### src/rtl/video_native_to_axis_pkg.sv
// Shared types for the native-video to AXI4-Stream bridge.
//   v2a_state_e : capture FSM states
//   V2A_BEAT_T  : macro building the {user, last, data} beat struct for a given width
//   v2a_beat_t  : beat struct at the default 24-bit pixel width
`ifndef V2A_BEAT_T
`define V2A_BEAT_T(W) struct packed { logic user; logic last; logic [(W)-1:0] data; }
`endif

package video_native_to_axis_pkg;

    typedef enum logic [1:0] {
        IDLE    = 2'd0,
        WAIT_VS = 2'd1,
        ACTIVE  = 2'd2,
        DROP    = 2'd3
    } v2a_state_e;

    localparam int V2A_DSIZE_DEFAULT = 24;

    typedef `V2A_BEAT_T(V2A_DSIZE_DEFAULT) v2a_beat_t;

endpackage

### src/rtl/video_native_to_axis_stream_sync_fifo.sv
// Single-clock first-word-fall-through FIFO with a registered output word.
//   clk_i, rst_i      : clock, synchronous active-high reset
//   wr_en_i/wr_data_i : write request; ignored while full_o=1
//   full_o            : storage array is full
//   rd_en_i           : consumer accepts the current output word
//   rd_data_o/valid_o : registered output word and its valid flag
//   empty_o           : nothing stored and nothing presented
module stream_sync_fifo #(
    parameter int WIDTH = 8,
    parameter int DEPTH = 16
) (
    input  logic             clk_i,
    input  logic             rst_i,
    input  logic             wr_en_i,
    input  logic [WIDTH-1:0] wr_data_i,
    output logic             full_o,
    input  logic             rd_en_i,
    output logic [WIDTH-1:0] rd_data_o,
    output logic             valid_o,
    output logic             empty_o
);
    localparam int AW = $clog2(DEPTH);

    logic [AW:0]      wptr_q;
    logic [AW:0]      rptr_q;
    logic [WIDTH-1:0] mem_q [DEPTH];
    logic [WIDTH-1:0] data_q;
    logic             valid_q;
    logic             mem_empty_s;
    logic             mem_full_s;
    logic             wr_s;
    logic             pop_s;

    // Extra pointer MSB separates full from empty when the index bits match.
    assign mem_empty_s = (wptr_q == rptr_q);
    assign mem_full_s  = (wptr_q[AW] != rptr_q[AW]) && (wptr_q[AW-1:0] == rptr_q[AW-1:0]);
    assign wr_s        = wr_en_i & ~mem_full_s;
    // Refill the output register when it is empty or being consumed this cycle.
    assign pop_s       = ~mem_empty_s & (~valid_q | rd_en_i);

    assign full_o    = mem_full_s;
    assign rd_data_o = data_q;
    assign valid_o   = valid_q;
    assign empty_o   = mem_empty_s & ~valid_q;

    // Storage array write port (contents need no reset).
    always_ff @(posedge clk_i) begin
        if (wr_s) begin
            mem_q[wptr_q[AW-1:0]] <= wr_data_i;
        end
    end

    // Pointers and the registered output word.
    always_ff @(posedge clk_i) begin
        if (rst_i) begin
            wptr_q  <= '0;
            rptr_q  <= '0;
            data_q  <= '0;
            valid_q <= 1'b0;
        end else begin
            if (wr_s) begin
                wptr_q <= wptr_q + 1'b1;
            end
            if (pop_s) begin
                rptr_q  <= rptr_q + 1'b1;
                data_q  <= mem_q[rptr_q[AW-1:0]];
                valid_q <= 1'b1;
            end else if (rd_en_i) begin
                valid_q <= 1'b0;
            end
        end
    end

endmodule

### src/rtl/video_native_to_axis.sv
// Native video (vsync/hsync/de/data) to AXI4-Stream master bridge for VDMA write.
//   pclk, prst        : pixel clock, synchronous active-high reset
//   enable            : capture enable, acted on at frame start
//   vsync/hsync/de/data : native video input (hsync is not used for framing)
//   hactive           : expected pixels per line for the length check
//   m_t*              : AXIS master (tuser = start of frame, tlast = end of line)
//   overflow, len_err : sticky error flags
module video_native_to_axis
    import video_native_to_axis_pkg::*;
#(
    parameter int DSIZE      = 24,
    parameter int FIFO_DEPTH = 16,
    parameter bit VS_POL     = 1'b1
) (
    input  logic             pclk,
    input  logic             prst,
    input  logic             enable,
    input  logic             vsync,
    input  logic             hsync,
    input  logic             de,
    input  logic [DSIZE-1:0] data,
    input  logic [15:0]      hactive,
    output logic [DSIZE-1:0] m_tdata,
    output logic             m_tvalid,
    input  logic             m_tready,
    output logic             m_tuser,
    output logic             m_tlast,
    output logic             overflow,
    output logic             len_err
);
    typedef `V2A_BEAT_T(DSIZE) beat_t;

    v2a_state_e       state_q, state_d;
    logic             vs_prev_q;
    logic             vs_act_s, vs_rise_s, qualify_s, capture_s;
    logic             stage_vld_q, stage_vld_d;
    logic             stage_user_q, stage_user_d;
    logic [DSIZE-1:0] stage_data_q, stage_data_d;
    logic             sof_pend_q, sof_pend_d;
    logic [15:0]      pix_cnt_q, pix_cnt_d;
    logic             overflow_q, overflow_d;
    logic             len_err_q, len_err_d;
    logic             fifo_full_s, wr_en_s, ovf_evt_s, last_s;
    logic             fifo_valid_s, fifo_unused_empty_s, hsync_unused_s;
    beat_t            wr_beat_s, rd_beat_s;

    assign hsync_unused_s = hsync;

    assign vs_act_s  = (vsync == VS_POL);
    assign vs_rise_s = vs_act_s & ~vs_prev_q;
    // A vs_rise only opens a frame when armed and still enabled.
    assign qualify_s = vs_rise_s & enable & ((state_q == WAIT_VS) || (state_q == ACTIVE));
    // vs_rise wins over de: a pixel coinciding with a non-qualifying rise is ignored.
    assign capture_s = de & (qualify_s | ((state_q == ACTIVE) & ~vs_rise_s));

    // The staged pixel is always written one cycle after capture; its EOL is
    // known only now, by looking at the pixel that follows it.
    assign last_s    = ~de | vs_rise_s;
    assign ovf_evt_s = stage_vld_q & fifo_full_s;
    assign wr_en_s   = stage_vld_q & ~fifo_full_s;

    // Beat presented to the FIFO.
    always_comb begin
        wr_beat_s      = '0;
        wr_beat_s.user = stage_user_q;
        wr_beat_s.last = last_s;
        wr_beat_s.data = stage_data_q;
    end

    // Capture FSM next state.
    always_comb begin
        state_d = state_q;
        case (state_q)
            IDLE: begin
                if (enable) state_d = WAIT_VS;
                else        state_d = IDLE;
            end
            WAIT_VS: begin
                if (!enable)        state_d = IDLE;
                else if (vs_rise_s) state_d = ACTIVE;
                else                state_d = WAIT_VS;
            end
            ACTIVE: begin
                if (ovf_evt_s)                state_d = DROP;
                else if (vs_rise_s && !enable) state_d = WAIT_VS;
                else                          state_d = ACTIVE;
            end
            DROP:    state_d = WAIT_VS;
            default: state_d = IDLE;
        endcase
    end

    // Stage register, SOF pending flag, line counter and sticky flags.
    always_comb begin
        stage_vld_d  = capture_s & ~ovf_evt_s;
        stage_user_d = stage_user_q;
        stage_data_d = stage_data_q;
        sof_pend_d   = sof_pend_q;
        pix_cnt_d    = pix_cnt_q;
        overflow_d   = overflow_q | ovf_evt_s;
        len_err_d    = len_err_q;
        if (capture_s) begin
            stage_user_d = qualify_s | sof_pend_q;
            stage_data_d = data;
        end else begin
            stage_user_d = stage_user_q;
        end
        if (ovf_evt_s) begin
            sof_pend_d = 1'b0;
        end else if (qualify_s) begin
            sof_pend_d = ~de;
        end else if (capture_s) begin
            sof_pend_d = 1'b0;
        end else begin
            sof_pend_d = sof_pend_q;
        end
        // A broken line is abandoned, so its partial count must not be checked.
        if (ovf_evt_s) begin
            pix_cnt_d = 16'd0;
        end else if (wr_en_s && last_s) begin
            pix_cnt_d = 16'd0;
            len_err_d = len_err_q | ((pix_cnt_q + 16'd1) != hactive);
        end else if (wr_en_s) begin
            pix_cnt_d = pix_cnt_q + 16'd1;
        end else begin
            pix_cnt_d = pix_cnt_q;
        end
    end

    // State registers.
    always_ff @(posedge pclk) begin
        if (prst) begin
            state_q      <= IDLE;
            vs_prev_q    <= 1'b0;
            stage_vld_q  <= 1'b0;
            stage_user_q <= 1'b0;
            stage_data_q <= '0;
            sof_pend_q   <= 1'b0;
            pix_cnt_q    <= 16'd0;
            overflow_q   <= 1'b0;
            len_err_q    <= 1'b0;
        end else begin
            state_q      <= state_d;
            vs_prev_q    <= vs_act_s;
            stage_vld_q  <= stage_vld_d;
            stage_user_q <= stage_user_d;
            stage_data_q <= stage_data_d;
            sof_pend_q   <= sof_pend_d;
            pix_cnt_q    <= pix_cnt_d;
            overflow_q   <= overflow_d;
            len_err_q    <= len_err_d;
        end
    end

    stream_sync_fifo #(
        .WIDTH ($bits(beat_t)),
        .DEPTH (FIFO_DEPTH)
    ) u_fifo (
        .clk_i     (pclk),
        .rst_i     (prst),
        .wr_en_i   (wr_en_s),
        .wr_data_i (wr_beat_s),
        .full_o    (fifo_full_s),
        .rd_en_i   (m_tready),
        .rd_data_o (rd_beat_s),
        .valid_o   (fifo_valid_s),
        .empty_o   (fifo_unused_empty_s)
    );

    assign m_tdata  = rd_beat_s.data;
    assign m_tuser  = rd_beat_s.user;
    assign m_tlast  = rd_beat_s.last;
    assign m_tvalid = fifo_valid_s;
    assign overflow = overflow_q;
    assign len_err  = len_err_q;

endmodule
### config.mk
export PLATFORM = sky130hd
export DESIGN_NAME = video_native_to_axis
export DESIGN_NICKNAME = d
export VERILOG_FILES = /design/src/rtl/video_native_to_axis_pkg.sv /design/src/rtl/video_native_to_axis_stream_sync_fifo.sv /design/src/rtl/video_native_to_axis.sv
export SDC_FILE = /design/constraint.sdc
export NUM_CORES = 1
export LEC_CHECK = 0
export ABC_AREA = 1
export BUFFER_PORTS_ARGS = -buffer_cell sky130_fd_sc_hd__buf_2
export CORE_ASPECT_RATIO = 1.2
export CORE_UTILIZATION = 55
export DETAILED_ROUTE_END_ITERATION = 8
export PLACE_DENSITY = 0.76
export SLEW_MARGIN = 0
export SYNTH_ARGS = -nofsm -noshare
export SYNTH_HDL_FRONTEND = slang
export SYNTH_SLANG_ARGS = --single-unit
### constraint.sdc
create_clock -name pclk -period 8.2 [get_ports pclk]
set_input_delay 1.64 -clock pclk [delete_from_list [all_inputs] [get_ports pclk]]
set_output_delay 1.64 -clock pclk [all_outputs]
set_load 0.01 [all_outputs]
## Word level (Yosys, flattened, before mapping)

Memories as Yosys holds them, arrays and structs flattened. A register that Yosys moved wholly into a read port is not among the register bits.
Index checks and enable logic that the tools add are counted.

- Output and inout port bits: 29
- Word-level logic and storage cells: 69
- Bits of input ports: 47
- Register bits after elaboration: 59
- Memory bits (writable): 416
- Memories: 1

Memory list:

| name | depth | width | read ports | clocked after memory_dff | write ports | RTL line | RTL |
|---|---|---|---|---|---|---|---|
| u_fifo.mem_q | 16 | 26 | 1 | 1 | 1 | video_native_to_axis_stream_sync_fifo.sv:26 | `logic [WIDTH-1:0] mem_q [DEPTH];` |

- Bitwise operators: 23
- Reduce and logical (&&, ||, !) cells: 11
- $add $sub $neg: 3
- Multiplexer cells: 12
- Eq/ne operators: 7

Operators by type and width:

| operator | count |
|---|---|
| 16-bit by 1-bit adder with 16-bit output, second input constant | 1 |
| 16-bit != test | 1 |
| 5-bit by 1-bit adder with 5-bit output, second input constant | 2 |
| 1-bit bitwise AND | 10 |
| 2-bit 2-to-1 mux | 4 |
| 2-bit one-hot mux with 4 select lines | 1 |
| 1-bit 2-to-1 mux | 7 |
| 1-bit NOT | 7 |
| 1-bit bitwise OR | 6 |
| 5-bit == test | 1 |
| 2-bit == test, second input constant | 2 |
| 4-bit == test | 1 |
| 2-bit nonzero test | 2 |
| 1-bit logical AND | 3 |
| 3-bit OR reduction | 1 |
| 2-bit by 1-bit == test with 1-bit output, second input constant | 1 |
| 2-bit logical NOT | 1 |
| 2-bit AND reduction | 1 |
| 2-bit OR reduction | 1 |
| 1-bit logical NOT | 1 |
| 1-bit logical OR | 1 |
| 1-bit != test | 1 |

## Longest topological paths before layout

Gate-level depths: netlist (run 1).

- Depth in word-level cells: 8
- Depth in mapped cells: 15
- Gate-level depth less buffers: 15

## Modules after synthesis

Synthesis (run 1) repeated with hierarchy kept, for this count alone.

- Cell total of the unflattened synthesis: 2238
- Area total of the unflattened synthesis: 21737.1 um^2

By module, submodules not included:

| module | instances | sequential area each (um^2) | area each (um^2) | cells each |
|---|---|---|---|---|
| stream_sync_fifo | 1 | 13232.7 | 19119.6 | 1851 |
| video_native_to_axis | 1 | 960.9 | 2617.5 | 387 |

## Least setup slack after synthesis (run 1)

No wires, ideal clock.

- Path kind: register to register
- Start: register u_fifo.rptr_q[2]
- End: memory u_fifo.mem_q[7][0] (netlist name) (enable)
- Path slack: 4918 ps
- Data arrival time: 2840 ps
- Setup time: 442 ps
- Required time: 7758 ps
- Stages on the path, launching flop included: 9
- Clock period less this slack: 3282 ps
- Cell sequence: dfxtp_1 -> buf_6 -> xor2_1 -> nor3_4 -> nand3_2 -> nand2_4 -> inv_4 -> nand2_2 -> nor3_1

- Word-level cells in the longest chain between the ends: 7

RTL lines:

| what | RTL line | RTL |
|---|---|---|
| start, declared | video_native_to_axis_stream_sync_fifo.sv:25 | `logic [AW:0] rptr_q;` |
| start signal, assigned | video_native_to_axis_stream_sync_fifo.sv:65 | `rptr_q <= rptr_q + 1'b1;` |
| 4-bit == test (*) | video_native_to_axis_stream_sync_fifo.sv:36 | `assign mem_full_s = (wptr_q[AW] != rptr_q[AW]) && (wptr_q[AW-1:0] == rptr_q[AW-1:0]);` |
| 1-bit logical AND (*) | video_native_to_axis_stream_sync_fifo.sv:36 |  |
| 1-bit NOT (*) | video_native_to_axis_stream_sync_fifo.sv:37, video_native_to_axis.sv:60 |  |
| 1-bit bitwise AND | video_native_to_axis.sv:60 | `assign wr_en_s = stage_vld_q & ~fifo_full_s;` |
| 1-bit bitwise AND (*) | video_native_to_axis_stream_sync_fifo.sv:37 | `assign wr_s = wr_en_i & ~mem_full_s;` |
| 1-bit 2-to-1 mux (*) | video_native_to_axis_stream_sync_fifo.sv:48 | `if (wr_s) begin` |
| 1-bit 2-to-1 mux (not written as such) (*) | video_native_to_axis_stream_sync_fifo.sv:49 | `mem_q[wptr_q[AW-1:0]] <= wr_data_i;` |
| end, declared | video_native_to_axis_stream_sync_fifo.sv:26 |  |

Mark *: on every way between the ends. The rest lies on a longest branch, timed or not.

## Worst setup path in the final report (run 1)

- Start: register u_fifo.rptr_q[1]
- End: memory u_fifo.mem_q[4][9] (netlist name) (enable)

Same word-level chain as after synthesis.

==> results of run 1 <==
==> layer usage <==
layer,up-vias,track usage [%],wire length (um)
li1,6154,-,-
met1,6587,34.5,19000
met2,733,45.1,24200
met3,123,4.01,4670
met4,0,12.5,1930
met5,-,0,0
==> placed cells by master (no fill, tap or decap), drive strengths merged, types with 52 or more instances in the layout <==
| cell type | n |
|---|---|
| buf | 88 |
| clkbuf | 71 |
| dfxtp | 85 |
| edfxtp | 416 |
| inv | 68 |
| nand2 | 128 |
| nand3 | 52 |
| nor2 | 309 |
| o21ai | 259 |
| o22ai | 69 |
==> kinds of logic (layout without fill, tap and decap cells) <==
kind of cell | count (synthesis) | after routing | share of synthesized area [%]
AO/OA/AOI/OAI | 457 | 457 | 14.0
XOR/XNOR | 7 | 7 | 0.377
adder cells (fa/ha/maj) | 10 | 10 | 0.618
buffers and inverters | 170 | 242 | 3.99
flip-flops | 501 | 501 | 70.1
AND/OR/NAND/NOR | 520 | 520 | 10.9
==> Yosys cell counts (19+ instances only) <==
| library cell | count |
|---|---|
| dfxtp_1 | 85 |
| o221ai_1 | 37 |
| o21ai_0 | 239 |
| clkbuf_1 | 50 |
| nor2_1 | 301 |
| a21oi_1 | 34 |
| buf_2 | 31 |
| edfxtp_1 | 416 |
| nand3_1 | 50 |
| o21ai_1 | 19 |
| o22ai_1 | 68 |
| inv_1 | 51 |
| nand2_1 | 124 |
==> registers in the layout, indices dropped and copies added (netlist names) <==
name	flops
u_fifo.mem_q	416
u_fifo.rd_data_o	26
stage_data_q	24
pix_cnt_q	16
u_fifo.rptr_q	5
u_fifo.wptr_q	5
state_q	2
len_err	1
overflow	1
sof_pend_q	1
stage_user_q	1
stage_vld_q	1
u_fifo.valid_o	1
vs_prev_q	1
==> critical path, cell delays in order (launching register included) <==
cell and delay [ns]:
dfxtp_2 1.05, clkinv_2 0.93, nand2_1 0.31, a21oi_2 0.12, nand3_2 0.11, nand2_4 0.18
inv_4 0.24, nand2_1 0.27, nor2_4 1.03
==> through the flow <==
step	setup WS (ns)	std cells	hold slack [ns]	utilization, %
6_report	3.51	2205	0.462	62.3
2_1_floorplan	4.92	1665	0.442	-
3_5_place_dp	3.59	2119	0.454	58.0
4_1_cts	3.59	2205	0.465	62.3
3_3_place_gp	3.66	2119	0.438	58.0
5_1_grt	3.37	2205	0.477	62.3
==> layout make-up <==
class	instances	area [um2]	area share, %
Sequential cell	501	14200	63.2
Inverter	68	267	1.19
Multi-Input combinational cell	994	5370	23.9
Tap cell	468	586	2.61
Timing Repair Buffer	88	475	2.12
Clock inverter	15	208	0.925
Clock buffer	71	1350	6.00
==> final timing paths <==
path                                      endpoint  slack (ns)        startpoint
worst max-delay path            u_fifo.mem_q[4][9]        3.51  u_fifo.rptr_q[1]
worst min-delay path                      overflow        0.46          overflow
worst max register to register  u_fifo.mem_q[4][9]        3.51  u_fifo.rptr_q[1]
worst min register to register            overflow        0.46          overflow
==> where the power goes <==
part	internal (uW)	leakage, uW	switching (uW)	total, uW
combinational	457	0.00242	1010	1470
clock	1290	0.000758	905	2200
sequential	2800	0.00465	112	2910
total	4550	0.00783	2030	6580
==> flow_summary.yaml, run 1 <==
floorplanning:
  boundaryPins: 76
  die_h_um: 212
  row_count: 76
  start_util_pct: 56.2
  die_area_mm2: 0.0376
  die_w_um: 177
  coreArea_mm2: 0.0360
timing:
  timing.fmax_mhz: 213
  final.period_utilization_pct: 57.2
  finalHoldViolCount: 0
  tns_ns: 0
  fin_skew_ns: 0.0129
  finalSetupViolCount: 0
  fin_crit_ns: 4.69
  grt_setup_unrepaired: "no"
  tightest_slew_ns: 1.28
  slew_headroom_pct: 14.2
  drv_slew: 0
place:
  post-dp-hpwl_um: 25300
  portBuffers: 74
  postPlaceCellArea_mm2: 0.0209
  gp_congestion: 0.799
layout:
  final_area_mm2: 0.0225
  nets: 1757
  syn_to_final_growth_pct: 10.9
  drive_above_1_share_pct: 14.4
  n_antenna_cell: 0
  nFillCells: 2626
clock_network:
  cts_tree: "yes"
  clkLatencyLatePin_ns: 0.56
  cts.sinks: 501
  cts.path.max_buffers: 3
  post_cts_resized: 0
  postCtsSetupRepairBufs: 0
  htree_levels: 2
  cts_buffers: 47
  holdBufCountCts: 0
  clk_pin_slew_ns: 0.06
  cts-root-buf: "clkbuf_16"
worst_hold_path:
  hold_path.class: "flip-flop to flip-flop"
  holdPathStages: 2
setup_path:
  setup.worst_path.start_class: "flip-flop"
  path_class: "flip-flop to flip-flop"
  worstSetupEndpointType: "flip-flop"
  crit_fanout: 47
  worstPathArrival_ns: 4.85
  ff2ff_path_depth: 8
  crit_required_ns: 8.36
synth:
  netlist.area_leader.share_pct: 61.7
  synthCells: 1665
  synth_top_area_cell: "edfxtp_1"
  ys_types: 46
  avgSynthCellArea_um2: 12.2
  synthesis.nets: 1722
  synth_area_leaders: "edfxtp_1 62%, dfxtp_1 8.4%, o21ai_0 5.9%"
  ys_async_sr_fraction_pct: 0
  netlist_area_mm2: 0.0203
  ys_seq_elements: 501
  synth-edff-count: 416
  synth_ff_type: "edfxtp_1"
  yosys_warnings: 0
  ys_seq_area_share_pct: 70.1
pwr:
  p_total_uw: 6580
  p_leak_uw: 0.00783
  power_density_mw_per_mm2: 293
  ir_drop_mv: 0.239
detailed_routing:
  viasPerCell: 6.17
  wl_per_cell_um: 22.5
  routed_wl_um: 49700
  num_vias: 13600
  postRouteAntennaNets: 0
  drtIter0Drc: 1631
  drc: 0
  drtPass1Iterations: 6
global_route:
  grtUsageTotal_pct: 26.9
  grt_start_max_net_pins: 123
  antenna_found_initial: 0
  grt_pass1_vias: 13500
  grt_pass1_wl_um: 75100
  grt_overflow: 0
run:
  drv_cap: 0
status:
  outcome: "completed"
Power figures use the tool's default switching activity.
==> run 2, diff against run 1 <==
PLACE_DENSITY = 0.79   (was 0.76)
clock period = 4 ns   (was 8.2 ns; I/O delays follow)
==> run 2 against run 1 <==
Effect of this change: first-iteration DRC count grew 13%; cell area increased by 0.55%; worst hold slack got worse by 0.0011 ns; register-to-register slack got worse by 2.8 ns; clock power is 110% higher; wire length shrank 1.8%; die area stayed put; critical path depth unchanged; non-clock buffer count grew 1; via count is 1.7% higher; sequential share of layout area fell by 0.35 points; largest power group unchanged.
==> flow_summary.yaml, run 2 (synthesis gave the netlist of run 1 again) <==
layout:
  syn_to_final_growth_pct: 11.5
  final_core_utilization_pct: 62.7
  layout_common_cells: "416 x edfxtp_1, 286 x nor2_1, 239 x o21ai_0, 124 x nand2_1, 82 x dfxtp_1"
  largest_register_ffs: 416
  nFillCells: 2526
  drive_above_1_share_pct: 14.8
  n_antenna_cell: 0
  nets: 1759
  final_cells: 2210
  layout_commonest_cell: "edfxtp_1"
worst_hold_path:
  hold_path.class: "flip-flop to flip-flop"
  min-delay-start: "overflow"
  hold_end: "overflow"
  holdPathStages: 2
detailed_routing:
  num_vias: 13800
  drc: 0
  drtPass1Iterations: 5
  viasPerCell: 6.26
  wl_per_cell_um: 22.1
  routed_wl_um: 48800
  drtIter0Drc: 1836
  postRouteAntennaNets: 0
timing:
  finalSetupViolCount: 0
  fin_ws_ns: 0.716
  fin_skew_ns: 0.0183
  slew_headroom_pct: 18.2
  finalHoldViolCount: 0
  tns_ns: 0
  timing.fmax_mhz: 304
  tightest_slew_ns: 1.22
  final.period_utilization_pct: 82.1
  drv_slew: 0
  grt_setup_unrepaired: "no"
  fin_crit_ns: 3.28
  hold_slack_ns: 0.460
clock_network:
  cts_buffers: 48
  clk_pin_slew_ns: 0.06
  cts-root-buf: "clkbuf_16"
  postCtsSetupRepairBufs: 0
  htree_levels: 2
  holdBufCountCts: 0
  post_cts_resized: 0
  clkLatencyLatePin_ns: 0.57
  cts.sinks: 501
  cts_tree: "yes"
  cts.path.max_buffers: 3
place:
  portBuffers: 74
  gp_congestion: 0.804
  place_ws_ns: 0.775
  dp.cells: 2120
  post-dp-hpwl_um: 24800
pwr:
  ir_drop_mv: 0.441
  power_density_mw_per_mm2: 605
  p_leak_uw: 0.00788
global_route:
  grt_overflow: 0
  grtUsageTotal_pct: 26.0
  grt_start_max_net_pins: 211
  grt_pass1_vias: 13100
  grt_pass1_wl_um: 72900
  antenna_found_initial: 0
setup_path:
  crit_required_ns: 4.17
  crit_slowest_cell: "nor2_4"
  crit_fanout: 28
  worstSetupEndpointType: "flip-flop"
  timing.critical_path.mode_cell: "nand2_1"
  path_class: "flip-flop to flip-flop"
  worstPathCellList: "clkinv_2, nand2_1, a21oi_2, nand3_2, nand2_4, inv_4, nand2_1, nor2_4"
  cpPeakStageDelay_ns: 0.99
  setup.worst_path.start_class: "flip-flop"
  ff2ff_path_depth: 8
  rrSetupSlack_ns: 0.72
  worstPathArrival_ns: 3.45
  rr_endpoint: "u_fifo.mem_q[4][9]"
  r2r-start: "u_fifo.rptr_q[1]"
floorplanning:
  die_h_um: 212
  die_w_um: 177
  start_util_pct: 56.2
  coreArea_mm2: 0.0360
  row_count: 76
  die_area_mm2: 0.0376
  boundaryPins: 76
run:
  drv_cap: 0
status:
  outcome: "completed"
-- run 2: cell types whose count changed in the layout (fill, tap and decap cells not counted) --
cell        change
clkinv_2        -1
clkbuf_1        -5
clkinv_4        +3
clkbuf_8        -1
bufinv_16       -2
clkinv_8        +1
clkbuf_16       +6
buf_12          +1
inv_6           -2
clkinvlp_4      +2
clkinv_1        +3
-- run 2: layout make-up --
type	instances	area [um2]	share of cell area, %
multi-input cells	994	5370	23.8
clock inverters	19	194	0.859
inverters	68	267	1.18
clock buffers	71	1460	6.48
repair buffers	89	495	2.19
flip-flops and latches	501	14200	62.9
well taps	468	586	2.59
-- run 2: how the worst max path moves through the flow --
stage / start / end / slack [ns] / cells past startpoint
floorplan: u_fifo.rptr_q[2] / u_fifo.mem_q[7][0] / 0.72 / 8
global placement: u_fifo.rptr_q[1] / u_fifo.mem_q[14][9] / 0.84 / 8
detailed placement: u_fifo.rptr_q[1] / u_fifo.mem_q[4][9] / 0.78 / 8
CTS: u_fifo.rptr_q[1] / u_fifo.mem_q[4][20] / 0.79 / 8
global route: u_fifo.rptr_q[1] / u_fifo.mem_q[4][21] / 0.58 / 8
finish: u_fifo.rptr_q[1] / u_fifo.mem_q[4][9] / 0.72 / 8
-- run 2: per-stage QoR --
step / power [uW] / cell area [um2]
after CTS: 13600 / 22600
final: 13700 / 22600
after global placement: 8880 / 20900
after floorplan: 8270 / 20300
after global routing: 14200 / 22600
after detailed placement: 9020 / 20900
-- run 2: critical path, delay by kind of cell (launching register included) --
family / cells / cell delay (ns)
flops: 1 / 0.74
buf+inv: 2 / 0.38
simple gates: 5 / 1.65
compound gates: 1 / 0.09
-- run 2: routing by layer --
metal  routed length, um  share of wire (%)  track usage, %
met1               18800                 39            33.7
met2               24000                 49            43.5
met3                4410                9.0            4.31
met4                1580                3.2            10.8
met5                   0                  0               0
-- run 2: power by group --
group,internal [uW],leakage (uW),switching (uW)
clock,2740,0.000802,1930
sequential,5740,0.00465,202
combinational,953,0.00243,2090
total,9440,0.00788,4220
==> run 3, diff against run 2 <==
PLACE_DENSITY = 0.76   (was 0.79)
clock period = 3.36 ns   (was 4 ns; I/O delays follow)
==> run 3 against run 2 <==
Effect of this change: clock skew fell by 0.0048 ns; setup slack better by 0.019 ns; combinational power rose by 26%; critical path depth is 1 higher; maximum frequency rose by 25%; first-iteration DRC count down 16%; clock power grew 18%; flip-flop and latch count unchanged; global-route usage fell by 0.083 points; register-to-register slack improved by 0.02 ns; critical path type unchanged.
==> flow_summary.yaml, run 3 (synthesis gave the netlist of run 1 again) <==
setup_path:
  worstPathArrival_ns: 2.89
  ff2ff_path_depth: 9
  worstPathCellList: "inv_1, nor2_1, nor3_4, nand3_2, nand2_4, inv_4, nand2_1, nor2_4, buf_12"
  worstSetupEndpointType: "flip-flop"
  cpPeakStageDelay_ns: 0.49
  crit_required_ns: 3.63
  setup.worst_path.start_class: "flip-flop"
  path_class: "flip-flop to flip-flop"
  crit_slowest_cell: "nor2_4"
  crit_fanout: 24
pwr:
  p_leak_uw: 0.00802
  switchingPower_uw: 5030
  power_density_mw_per_mm2: 715
  intPower_uw: 11300
  ir_drop_mv: 0.576
  seq_power_share_pct: 42.9
  switching_share_pct: 30.8
  p_comb_share_pct: 23.4
  clkPwrFrac_pct: 33.7
clock_network:
  post_cts_resized: 0
  cts.sinks: 501
  cts-root-buf: "clkbuf_16"
  clk_pin_slew_ns: 0.07
  cts_buffers: 49
  htree_levels: 2
  cts.path.max_buffers: 3
  postCtsSetupRepairBufs: 0
  cts_tree: "yes"
  clkLatencyLatePin_ns: 0.56
  holdBufCountCts: 0
detailed_routing:
  drtIter0Drc: 1540
  drtPass1Iterations: 5
  num_vias: 13600
  postRouteAntennaNets: 0
  viasPerCell: 6.11
  wl_per_cell_um: 21.7
  routed_wl_um: 48400
  drc: 0
timing:
  final.period_utilization_pct: 78.1
  grt_setup_unrepaired: "no"
  fin_crit_ns: 2.62
  tightest_slew_ns: 0.905
  timing.fmax_mhz: 381
  drv_slew: 0
  tns_ns: 0
  finalHoldViolCount: 0
  fin_skew_ns: 0.0136
  slew_headroom_pct: 39.7
  finalSetupViolCount: 0
layout:
  layout_commonest_cell: "edfxtp_1"
  syn_to_final_growth_pct: 12.9
  drive_above_1_share_pct: 15.3
  final_area_mm2: 0.0229
  nFillCells: 2593
  largest_register_ffs: 416
  seq_area_mm2: 0.0142
  nets: 1780
  multi_input_area_mm2: 0.00537
  layout_common_cells: "416 x edfxtp_1, 286 x nor2_1, 239 x o21ai_0, 124 x nand2_1, 82 x dfxtp_1"
  final_cells: 2231
floorplanning:
  die_h_um: 212
  row_count: 76
  boundaryPins: 76
  coreArea_mm2: 0.0360
  die_area_mm2: 0.0376
  start_util_pct: 56.2
  die_w_um: 177
global_route:
  grt_start_max_net_pins: 169
  grtUsageTotal_pct: 26.0
  grt_overflow: 0
  grt_pass1_vias: 13100
  grt_pass1_wl_um: 73000
  antenna_found_initial: 0
status:
  outcome: "completed"
place:
  post-dp-hpwl_um: 26400
  postPlaceCellArea_mm2: 0.0213
  portBuffers: 74
  dp.cells: 2140
  gp_congestion: 0.798
run:
  drv_cap: 0
worst_hold_path:
  holdPathStages: 3
  hold_path.class: "input pin to flip-flop"
-- run 3: stage by stage --
stage | util, % | hold WS, ns | power, uW | worst slack, ns
after detailed placement | 59.0 | 0.441 | 10900 | 0.729
after floorplan | - | 0.442 | 9850 | 0.0778
final | 63.5 | 0.330 | 16300 | 0.735
after global routing | 63.5 | 0.322 | 17000 | 0.585
after global placement | 59.0 | 0.436 | 10800 | 0.786
after CTS | 63.5 | 0.313 | 16300 | 0.726
-- run 3: worst paths after layout --
kind | start | end | slack (ns)
hold / removal | data[15] | stage_data_q[15] | 0.33
hold reg to reg | overflow | overflow | 0.45
setup reg to reg | u_fifo.wptr_q[3] | u_fifo.mem_q[14][14] | 0.74
setup / recovery | u_fifo.wptr_q[3] | u_fifo.mem_q[14][14] | 0.74
-- run 3: power by group through the flow --
stage / clock [uW] / combinational, uW / sequential, uW
2_1_floorplan: 0 / 2710 / 7140
3_3_place_gp: 0 / 3630 / 7130
3_5_place_dp: 0 / 3750 / 7130
4_1_cts: 5540 / 3790 / 7000
5_1_grt: 5780 / 4200 / 7020
6_report: 5510 / 3830 / 7000
-- run 3: area by class of cell --
type	count	area share, %
repair buffers	109	3.64
well taps	468	2.56
inverters	68	1.17
multi-input cells	994	23.5
flip-flops and latches	501	62.1
clock inverters	23	1.15
clock buffers	67	5.89
diodes	1	0.0109
-- run 3: metal layers --
metal	wire length [um]	track usage (%)
met2	24100	43.9
met1	18400	33.0
met4	1560	10.7
met5	0	0
met3	4290	4.49
-- run 3: worst max-delay path, delay by kind of cell (launching register included) --
family,cells,cell delay [ns]
buffers and inverters,3,0.59
and+or+nand+nor,6,1.29
DFF,1,0.41
